--- config.mk ---
export PLATFORM = sky130hd
export DESIGN_NAME = multi_timer
export DESIGN_NICKNAME = d
export VERILOG_FILES = /design/src/rtl/multi_timer.sv
export SDC_FILE = /design/constraint.sdc
export NUM_CORES = 1
export LEC_CHECK = 0
export ABC_AREA = 1
export CAP_MARGIN = 20
export CORE_UTILIZATION = 57
export CTS_BUF_LIST = sky130_fd_sc_hd__clkbuf_2 sky130_fd_sc_hd__clkbuf_4 sky130_fd_sc_hd__clkbuf_8
export DETAILED_ROUTE_END_ITERATION = 10
export GPL_TIMING_DRIVEN = 0
export PLACE_DENSITY = 0.94
export RECOVER_POWER = 50
export SETUP_SLACK_MARGIN = 0.1
export SYNTH_ARGS = -nofsm -noshare
export SYNTH_HDL_FRONTEND = slang
export SYNTH_SLANG_ARGS = --single-unit
export TNS_END_PERCENT = 1
--- constraint.sdc ---
create_clock -name CLK -period 6.3 [get_ports CLK]
set_input_delay 0.945 -clock CLK [delete_from_list [all_inputs] [get_ports CLK]]
set_output_delay 0.945 -clock CLK [all_outputs]
set_load 0.02 [all_outputs]
--- src/rtl/multi_timer.sv ---
// Multi-channel period timer: a shared free-running prescaler feeds NUM_CH
// independent one-shot/auto-reload counters with done pulses and finish flags.
module multi_timer #(
  parameter int SIZE   = 16,
  parameter int NUM_CH = 4,
  parameter int PRE_W  = 8
) (
  input  logic                     CLK,
  input  logic                     RST,
  input  logic [PRE_W-1:0]         prescale,
  input  logic [NUM_CH*SIZE-1:0]   period,
  input  logic [NUM_CH-1:0]        start,
  input  logic [NUM_CH-1:0]        stop,
  input  logic [NUM_CH-1:0]        auto_reload,
  output logic [NUM_CH-1:0]        running,
  output logic [NUM_CH-1:0]        count_finish,
  output logic [NUM_CH-1:0]        done,
  output logic [NUM_CH*SIZE-1:0]   count
);

  typedef enum logic [1:0] {
    ST_IDLE   = 2'd0,
    ST_RUN    = 2'd1,
    ST_FINISH = 2'd2
  } state_e;

  logic [PRE_W-1:0] pre_cnt_q;
  logic             tick_s;

  // The >= compare lets a lowered prescale take effect without waiting for a wrap.
  assign tick_s = (pre_cnt_q >= prescale);

  // Shared prescaler: free-running, never cleared by channel control.
  always_ff @(posedge CLK or posedge RST) begin
    if (RST) begin
      pre_cnt_q <= '0;
    end else if (tick_s) begin
      pre_cnt_q <= '0;
    end else begin
      pre_cnt_q <= pre_cnt_q + PRE_W'(1);
    end
  end

  for (genvar i = 0; i < NUM_CH; i++) begin : g_ch
    state_e          state_q;
    logic [SIZE-1:0] count_q;
    logic [SIZE-1:0] period_q;
    logic [SIZE-1:0] period_in_s;
    logic [SIZE-1:0] count_inc_s;
    logic            done_q;
    logic            run_q;
    logic            fin_q;

    assign period_in_s = period[i*SIZE +: SIZE];
    assign count_inc_s = count_q + SIZE'(1);

    // Channel FSM; stop has priority over start, start over counting.
    always_ff @(posedge CLK or posedge RST) begin
      if (RST) begin
        state_q  <= ST_IDLE;
        count_q  <= '0;
        period_q <= '0;
        done_q   <= 1'b0;
        run_q    <= 1'b0;
        fin_q    <= 1'b0;
      end else begin
        done_q <= 1'b0;
        if (stop[i]) begin
          state_q <= ST_IDLE;
          run_q   <= 1'b0;
          fin_q   <= 1'b0;
        end else if (start[i]) begin
          period_q <= period_in_s;
          count_q  <= '0;
          if (period_in_s != '0) begin
            state_q <= ST_RUN;
            run_q   <= 1'b1;
            fin_q   <= 1'b0;
          end else begin
            state_q <= ST_FINISH;
            run_q   <= 1'b0;
            fin_q   <= 1'b1;
            done_q  <= 1'b1;
          end
        end else begin
          case (state_q)
            ST_RUN: begin
              if (tick_s) begin
                if (count_inc_s == period_q) begin
                  done_q <= 1'b1;
                  if (auto_reload[i]) begin
                    count_q  <= '0;
                    period_q <= period_in_s;
                    // A reloaded period of zero behaves as a stop into FINISH.
                    if (period_in_s == '0) begin
                      state_q <= ST_FINISH;
                      run_q   <= 1'b0;
                      fin_q   <= 1'b1;
                    end else begin
                      state_q <= ST_RUN;
                    end
                  end else begin
                    count_q <= period_q;
                    state_q <= ST_FINISH;
                    run_q   <= 1'b0;
                    fin_q   <= 1'b1;
                  end
                end else begin
                  count_q <= count_inc_s;
                end
              end else begin
                count_q <= count_q;
              end
            end
            ST_FINISH: state_q <= ST_FINISH;
            ST_IDLE:   state_q <= ST_IDLE;
            default: begin
              state_q <= ST_IDLE;
              run_q   <= 1'b0;
              fin_q   <= 1'b0;
            end
          endcase
        end
      end
    end

    assign running[i]              = run_q;
    assign count_finish[i]         = fin_q;
    assign done[i]                 = done_q;
    assign count[i*SIZE +: SIZE]   = count_q;
  end

endmodule

[Word-level counts from Yosys, hierarchy flattened]
Cells that the tools add are included.
Operators by class
  equal/unequal tests: 28
  order comparisons: 1
  reductions and logical operators: 48
  multiplexer cells: 157
  $add $sub $neg: 5
  bitwise operators: 4
Operator list (number)
  $mux 16: 40
  $mux 1: 76
  $add 16x1->16 const B: 4
  $eq 16x16->1: 4
  $logic_not 16->1: 4
  $reduce_bool 16->1: 4
  $mux 2: 28
  $ne 4x4->1 const B: 8
  $reduce_bool 2->1: 16
  $ne 5x5->1 const B: 4
  $reduce_and 5->1: 4
  $pmux 1 s2: 8
  $pmux 2 s2: 4
  $reduce_and 4->1: 4
  $ne 3x1->1 const B: 4
  $reduce_and 3->1: 4
  $add 8x1->8 const B: 1
  $eq 2x1->1 const B: 4
  $eq 2x2->1 const B: 4
  $ge 8x8->1: 1
  $logic_not 2->1: 4
  $mux 8: 1
  $reduce_and 2->1: 4
  $reduce_or 2->1: 4
  $not 1->1: 4
Word-level totals
  logic and storage cells: 268
  flip-flop bits (word level): 156

[Depth between registers and ports, before layout]
Gate-level depths: netlist of run 1.
  word-level depth: 8
  depth in mapped cells: 17
  gate-level depth less buffers: 16

[Worst setup path before layout of run 1]
OpenSTA, ideal clock, no wires.
  path type: input-to-reg
  from: in prescale[7]
  to: reg g_ch[1].period_q[0]
  library setup time: 0.117 ns
  arrival: 2.726 ns
  slack: 3.457 ns
  stages: 11
  cell sequence: inv_1 -> ha_1 -> a21oi_1 -> o21a_1 -> nand3_2 -> o21ai_0 -> inv_1 -> clkbuf_1 -> clkbuf_1 -> nand3_1 -> nand2_1
Between the ends
  longest elaborated chain between the ends: 3
Ends and longest elaborated chain
  start, declared: RTL line 10  | input logic [PRE_W-1:0] prescale,
  $ge 8x8->1: RTL line 31  | assign tick_s = (pre_cnt_q >= prescale);
  $reduce_bool 2->1 (no source line)
  $reduce_and 5->1 (no source line)
  end signal, assigned: RTL line 73  | period_q <= period_in_s;
  end signal, assigned: RTL line 93  | period_q <= period_in_s;
  end, declared: RTL line 47  | logic [SIZE-1:0] period_q;
Every way passes these cells.
A chain may end at the register's enable or synchronous reset.

[Worst setup path after layout of run 1]
  from: in prescale[5]
  to: reg g_ch[1].count_q[12]
Between the ends
  longest elaborated chain between the ends: 3
Ends and longest elaborated chain
  $ge 8x8->1: RTL line 31
  $reduce_bool 2->1 (no source line)
  $reduce_and 3->1 (no source line)
  end signal, assigned: RTL line 103  | count_q <= period_q;
  end signal, assigned: RTL line 109  | count_q <= count_inc_s;
  end signal, assigned: RTL line 112  | count_q <= count_q;
  end, declared: RTL line 46  | logic [SIZE-1:0] count_q;
Every way passes these cells.

==> flow_summary.toml, run 1 <==
[route]
first_iter_violations = 1064
wl_per_cell_um = 14.17
dr.pass1.iters = 7
antenna_left = 0
routed_wl_um = 30900
vias = 12200
viasPerCell = 5.598
drcViolationCount = 0

[timing]
setup_viol = 0
hold_violations = 0
max_slew_margin_pct = -62.27
drv_slew = 50
final.setup_skew_ps = 19.39
max_freq_mhz = 257.9
tns_ps = 0
period_needed_ps = 3877
rsz0062_at_grt = "false"
post-route-period-util_pct = 61.54
tightestPinTransition_ps = 2421

[floorplanning]
core.rowCount = 50
start_util_pct = 58.86
core-area_sq_mm = 0.01896
io_pins = 162
dieArea_sq_mm = 0.02014
die_h_um = 141.9
die_w_um = 141.9

[grt]
overflow = 0
antenna_found_initial = 0
grt_max_degree = 108
grt_pass1_wl_um = 51360
grt_pass1_vias = 11240
grtUsageTotal_pct = 31.53

[synthesis]
synthArstFlopShare_pct = 100.0
ys_types = 39
synth_ff_type = "dfrtp_1"
avgSynthCellArea_sq_um = 6.465
synth_edf_count = 0
syn_area_sq_mm = 0.01116
yosysSeqAreaShare_pct = 34.99
ys_warn_count = 0
netlist_instances = 1726
ys_ff_latch = 156
syn_nets = 1837

[worst_setup_path]
timing.reg2reg.setup_slack_ps = 3080
crit_chain = "clkdlybuf4s50_1 > inv_1 > ha_1 > a21oi_1 > o21a_1 > nand3_2 > o21ai_0 > inv_1 > clkbuf_1 > clkbuf_1 > o21ai_0"
cp_slowest_cell = "o21ai_0"
critPathCaptureType = "flip-flop"
critical_path.max_fanout = 10
critPathRequiredTime_ps = 6670
cp.arrival_ps = 4250
cp_top_family = "compound AO/OA/AOI/OAI gates"
worstSetupStartpointType = "primary input"
crit_buf_inv = 5
path_class = "primary input to flip-flop"
cp_slowest_stage_delay_ps = 760

[clocking]
cts_tree = "built"
ctsResizeCount = 0
post-cts-setup-buffers = 0
cts_max_level = 4
cts.sinks = 156
insertion_delay_ps = 470
cts_root_buffer = "clkbuf_8"
cts_buffers = 17
cts_hold_buf = 0
cts_buffer_depth = 2
clk_pin_slew_ps = 90

[power]
p_leak_nw = 6.776
fin_total_pwr_mw = 3.061
cellPowerDensity_mw_per_mm2 = 226.1
vdd_drop_max_v = 0.0001752

[finish]
drive_above_1_share_pct = 5.313
area_delta_synth_final_pct = 21.32
nets = 2018
fin_util_pct = 71.41
antenna_cells = 0

[outcome]
violations = "capacitance limit, slew limit"
status = "finished, violations left"

[min_path]
hp-class = "flip-flop to flip-flop"

[placement]
dp_hpwl_um = 22880
portBuffers = 161
place_congestion = 0.9523

[run]
maxCapViolCount = 1
[routing by layer]
layer	vias to the layer above	global-route usage, %	wire [um]
met2	569	53.72	14770
met4	0	11.38	801
met3	76	5.535	2478
met1	5632	40.16	12850
li1	5926	-	-
met5	-	0	0
[layout make-up]
type | instances | area [sq um]
buffer | 57 | 317.8
clock buffer | 18 | 241.5
clock inverter | 14 | 171.4
fill | 1522 | 5419
inverter | 188 | 706.9
multi-input combinational | 1325 | 6231
sequential | 156 | 3904
tap | 260 | 325.3
timing repair buffer | 162 | 1639
[Yosys cell counts, types with 5 or more instances]
cell type / n / share of area, %
dfrtp_1: 156 / 35
inv_1: 185 / 6.2
xor2_1: 12 / 0.94
a21oi_1: 22 / 0.99
nand3_1: 298 / 13
clkbuf_1: 19 / 0.64
xnor3_1: 5 / 1.0
nor3_1: 11 / 0.49
nor2_1: 124 / 4.2
nand2_2: 7 / 0.39
ha_1: 25 / 2.8
o21ai_0: 74 / 3.3
nand4_1: 41 / 2.3
buf_2: 14 / 0.63
or2_2: 6 / 0.34
buf_4: 17 / 1.1
nor2_2: 13 / 0.73
nand2_1: 640 / 22
nand3b_1: 12 / 0.81
[report_power, final]
part           internal (mW)  total, mW  switching [mW]
sequential              1.17       1.36           0.198
combinational          0.365      0.884           0.519
clock                  0.373      0.812           0.439
total                   1.90       3.06            1.16
[registers in the layout, indices dropped and copies added, names as in the netlist]
name	cells
g_ch.run_q	4
pre_cnt_q	8
g_ch.done_q	4
g_ch.state_q	8
g_ch.period_q	64
g_ch.fin_q	4
g_ch.count_q	64
[stage by stage]
step / setup WS [ps] / hold WS (ps) / instances / cell area, sq um
final: 2423 / 483.7 / 2180 / 13540
after global routing: 2181 / 507.2 / 2180 / 13540
after CTS: 2511 / 483.0 / 2180 / 13540
after detailed placement: 2034 / 460.5 / 2148 / 13130
after global placement: -1109 / 461.5 / 2147 / 13100
after floorplan: 1148 / 443.1 / 1726 / 11160
[worst reg2reg max path: stages, from the launching register on]
cell,delay [ps]
dfrtp_1,420
ha_1,300
a21oi_1,170
o21a_1,150
nand3_2,290
o21ai_0,770
inv_1,170
clkbuf_1,260
clkbuf_1,340
o21ai_0,280
[placed cells by master (no fill, tap or decap), drive strengths merged, types with 22 or more instances in the layout]
master	netlist	layout
o21ai	77	77
nor2	139	139
buf	38	39
nand4	41	41
clkbuf	19	37
nand2	650	650
a21oi	22	22
dfrtp	156	156
nand3	301	301
ha	25	25
dlygate4sd3	0	39
inv	185	192
clkdlybuf4s50	0	122
[worst paths after layout]
path                                           startpoint                         endpoint  depth (start not counted)
worst max-delay path                          prescale[5]  g_ch[1].count_q[12]$_DFFE_PP0P_                         11
worst min-delay path            g_ch[2].fin_q$_DFFE_PP0P_        g_ch[2].fin_q$_DFFE_PP0P_                          2
worst max register to register     pre_cnt_q[5]$_DFF_PP0_  g_ch[1].count_q[12]$_DFFE_PP0P_                          9
worst min register to register  g_ch[2].fin_q$_DFFE_PP0P_        g_ch[2].fin_q$_DFFE_PP0P_                          2
max in group asynchronous                             RST  g_ch[1].period_q[9]$_DFFE_PP0P_                          3
min in group asynchronous                             RST        g_ch[0].run_q$_DFFE_PP0P_                          2
[logic make-up after synthesis]
logic type                 synth area share (%)
DFF                                       34.99
and+or+nand+nor                           45.44
AOI/OAI and AO/OA                         5.338
adders and majority gates                 2.803
buffers and inverters                     9.172
xor gates and xnor gates                  2.265
Power figures use the tool's default switching activity.
==> inputs of run 2 (changes only) <==
clock period = 3.97 ns   (was 6.3 ns; I/O delays follow)
==> flow_summary.toml, run 2 (same netlist as run 1, synthesis figures left out) <==
[finish]
multi_input_area_sq_mm = 0.006231
fillCellCount = 1498
drive_above_1_share_pct = 5.307
final_cell_mix = "nand2_1 (640), nand3_1 (298), inv_1 (184)"
area_delta_synth_final_pct = 21.55
antenna_cells = 0
finalInstanceArea_sq_mm = 0.01356
nets = 2021
reg.largest.list = "g_ch.count_q (64), g_ch.period_q (64)"
layout_commonest_cell = "nand2_1"
seqCellArea_sq_mm = 0.003904
stdcell_count = 2182

[route]
antenna_left = 0
wl_per_cell_um = 14.40
vias = 12290
first_iter_violations = 1309
dr.pass1.iters = 8
drcViolationCount = 0
viasPerCell = 5.633
routed_wl_um = 31420

[worst_setup_path]
path_class = "primary input to flip-flop"
ff2ff_path_depth = 9
critPathCaptureType = "flip-flop"
critical_path.max_fanout = 10
cp.arrival_ps = 3940
cp_top_family = "compound AO/OA/AOI/OAI gates"
crit_buf_inv = 5
cp_slowest_stage_delay_ps = 820
crit_chain = "clkdlybuf4s50_1 > inv_1 > ha_1 > a21oi_1 > o21a_1 > nand3_2 > o21ai_0 > inv_1 > clkbuf_1 > clkbuf_1 > o21ai_0"
path_depth = 11
critPathRequiredTime_ps = 4350
worstSetupStartpointType = "primary input"
cp_slowest_cell = "o21ai_0"

[clocking]
insertion_delay_ps = 480
clk_pin_slew_ps = 90
post-cts-setup-buffers = 0
cts_max_level = 4
cts_hold_buf = 0
cts_buffer_depth = 2
cts.sinks = 156
cts_buffers = 17
cts_tree = "built"
ctsResizeCount = 0
cts_root_buffer = "clkbuf_8"

[min_path]
whs_path_depth = 2
hp-class = "flip-flop to flip-flop"

[grt]
grt_pass1_wl_um = 52210
overflow = 0
grt_max_degree = 41
grtUsageTotal_pct = 32.17
antenna_found_initial = 0
grt_pass1_vias = 11260

[timing]
final.setup_skew_ps = 20.26
post-route-period-util_pct = 89.53
tightestPinTransition_ps = 1614
setup_viol = 0
hold_violations = 0
drv_slew = 59
period_needed_ps = 3554
max_freq_mhz = 281.3
max_slew_margin_pct = -7.594
rsz0062_at_grt = "false"

[outcome]
violations = "capacitance limit, slew limit"
status = "finished, violations left"

[floorplanning]
die_w_um = 141.9
io_pins = 162
core-area_sq_mm = 0.01896
dieArea_sq_mm = 0.02014
die_h_um = 141.9
start_util_pct = 58.86
core.rowCount = 50

[placement]
placedInstanceArea_sq_mm = 0.01318
place_congestion = 0.9617
portBuffers = 161
dp.cells = 2151
dp_hpwl_um = 23260

[power]
vdd_drop_max_v = 0.0002325
fin_total_pwr_mw = 4.934
cellPowerDensity_mw_per_mm2 = 363.8
p_leak_nw = 6.781

[run]
maxCapViolCount = 2
run 2: changes by cell type in the layout (fill, tap and decap cells not counted), moves of 2 or more:
cell / before / now
bufinv_16: 2 / 4
clkbuf_1: 19 / 21
clkbuf_4: 1 / 3
clkinv_2: 0 / 2
clkinv_4: 3 / 1
clkinvlp_4: 1 / 4
inv_6: 5 / 0
inv_8: 3 / 0
run 2: worst paths after layout:
kind / endpoint / start / slack, ps
min reg2reg: g_ch[0].fin_q$_DFFE_PP0P_ / g_ch[0].fin_q$_DFFE_PP0P_ / 490
min in group asynchronous: g_ch[2].count_q[10]$_DFFE_PP0P_ / RST / 790
max in group asynchronous: g_ch[1].count_q[12]$_DFFE_PP0P_ / RST / 650
min: g_ch[0].fin_q$_DFFE_PP0P_ / g_ch[0].fin_q$_DFFE_PP0P_ / 490
max reg2reg: g_ch[2].count_q[13]$_DFFE_PP0P_ / pre_cnt_q[7]$_DFF_PP0_ / 740
max: g_ch[2].count_q[13]$_DFFE_PP0P_ / prescale[7] / 420
run 2: final cells by class:
cell class	instances	area share, %
buffer	57	2.343
clock inverter	11	1.245
multi-input combinational	1325	45.94
clock buffer	20	1.937
sequential	156	28.78
inverter	188	5.212
tap	260	2.399
timing repair buffer	165	12.14
run 2: power breakdown:
part	switching, mW	internal [mW]	leakage (nW)	total (mW)
Sequential	0.324	1.85	2.06	2.18
Clock	0.641	0.710	0.208	1.35
Combinational	0.829	0.579	4.52	1.41
run 2: metal layers:
layer	share of wire [%]	track usage, %	wire length [um]	vias to the layer above
li1	-	-	-	5935
met1	40	42.15	12650	5612
met2	48	53.77	15180	659
met3	8.9	5.130	2787	86
met4	2.6	11.77	803	0
met5	0	0	0	-
run 2: per-stage QoR:
step                utilization, %  setup TNS (ps)  setup WS, ps  hold slack, ps
floorplan                        -               0          1402           443.1
global placement             69.10               0         2.123           460.8
detailed placement           69.52          -21.95        -11.58           469.8
CTS                          71.80               0         474.9           490.1
global route                 71.55               0         165.8           501.4
finish                       71.55               0         415.6           486.9
run 2: tightest hold or removal path: stages (launching register included):
cell and delay [ps]:
dfrtp_1 360, nand2_1 50, nand2_1 50
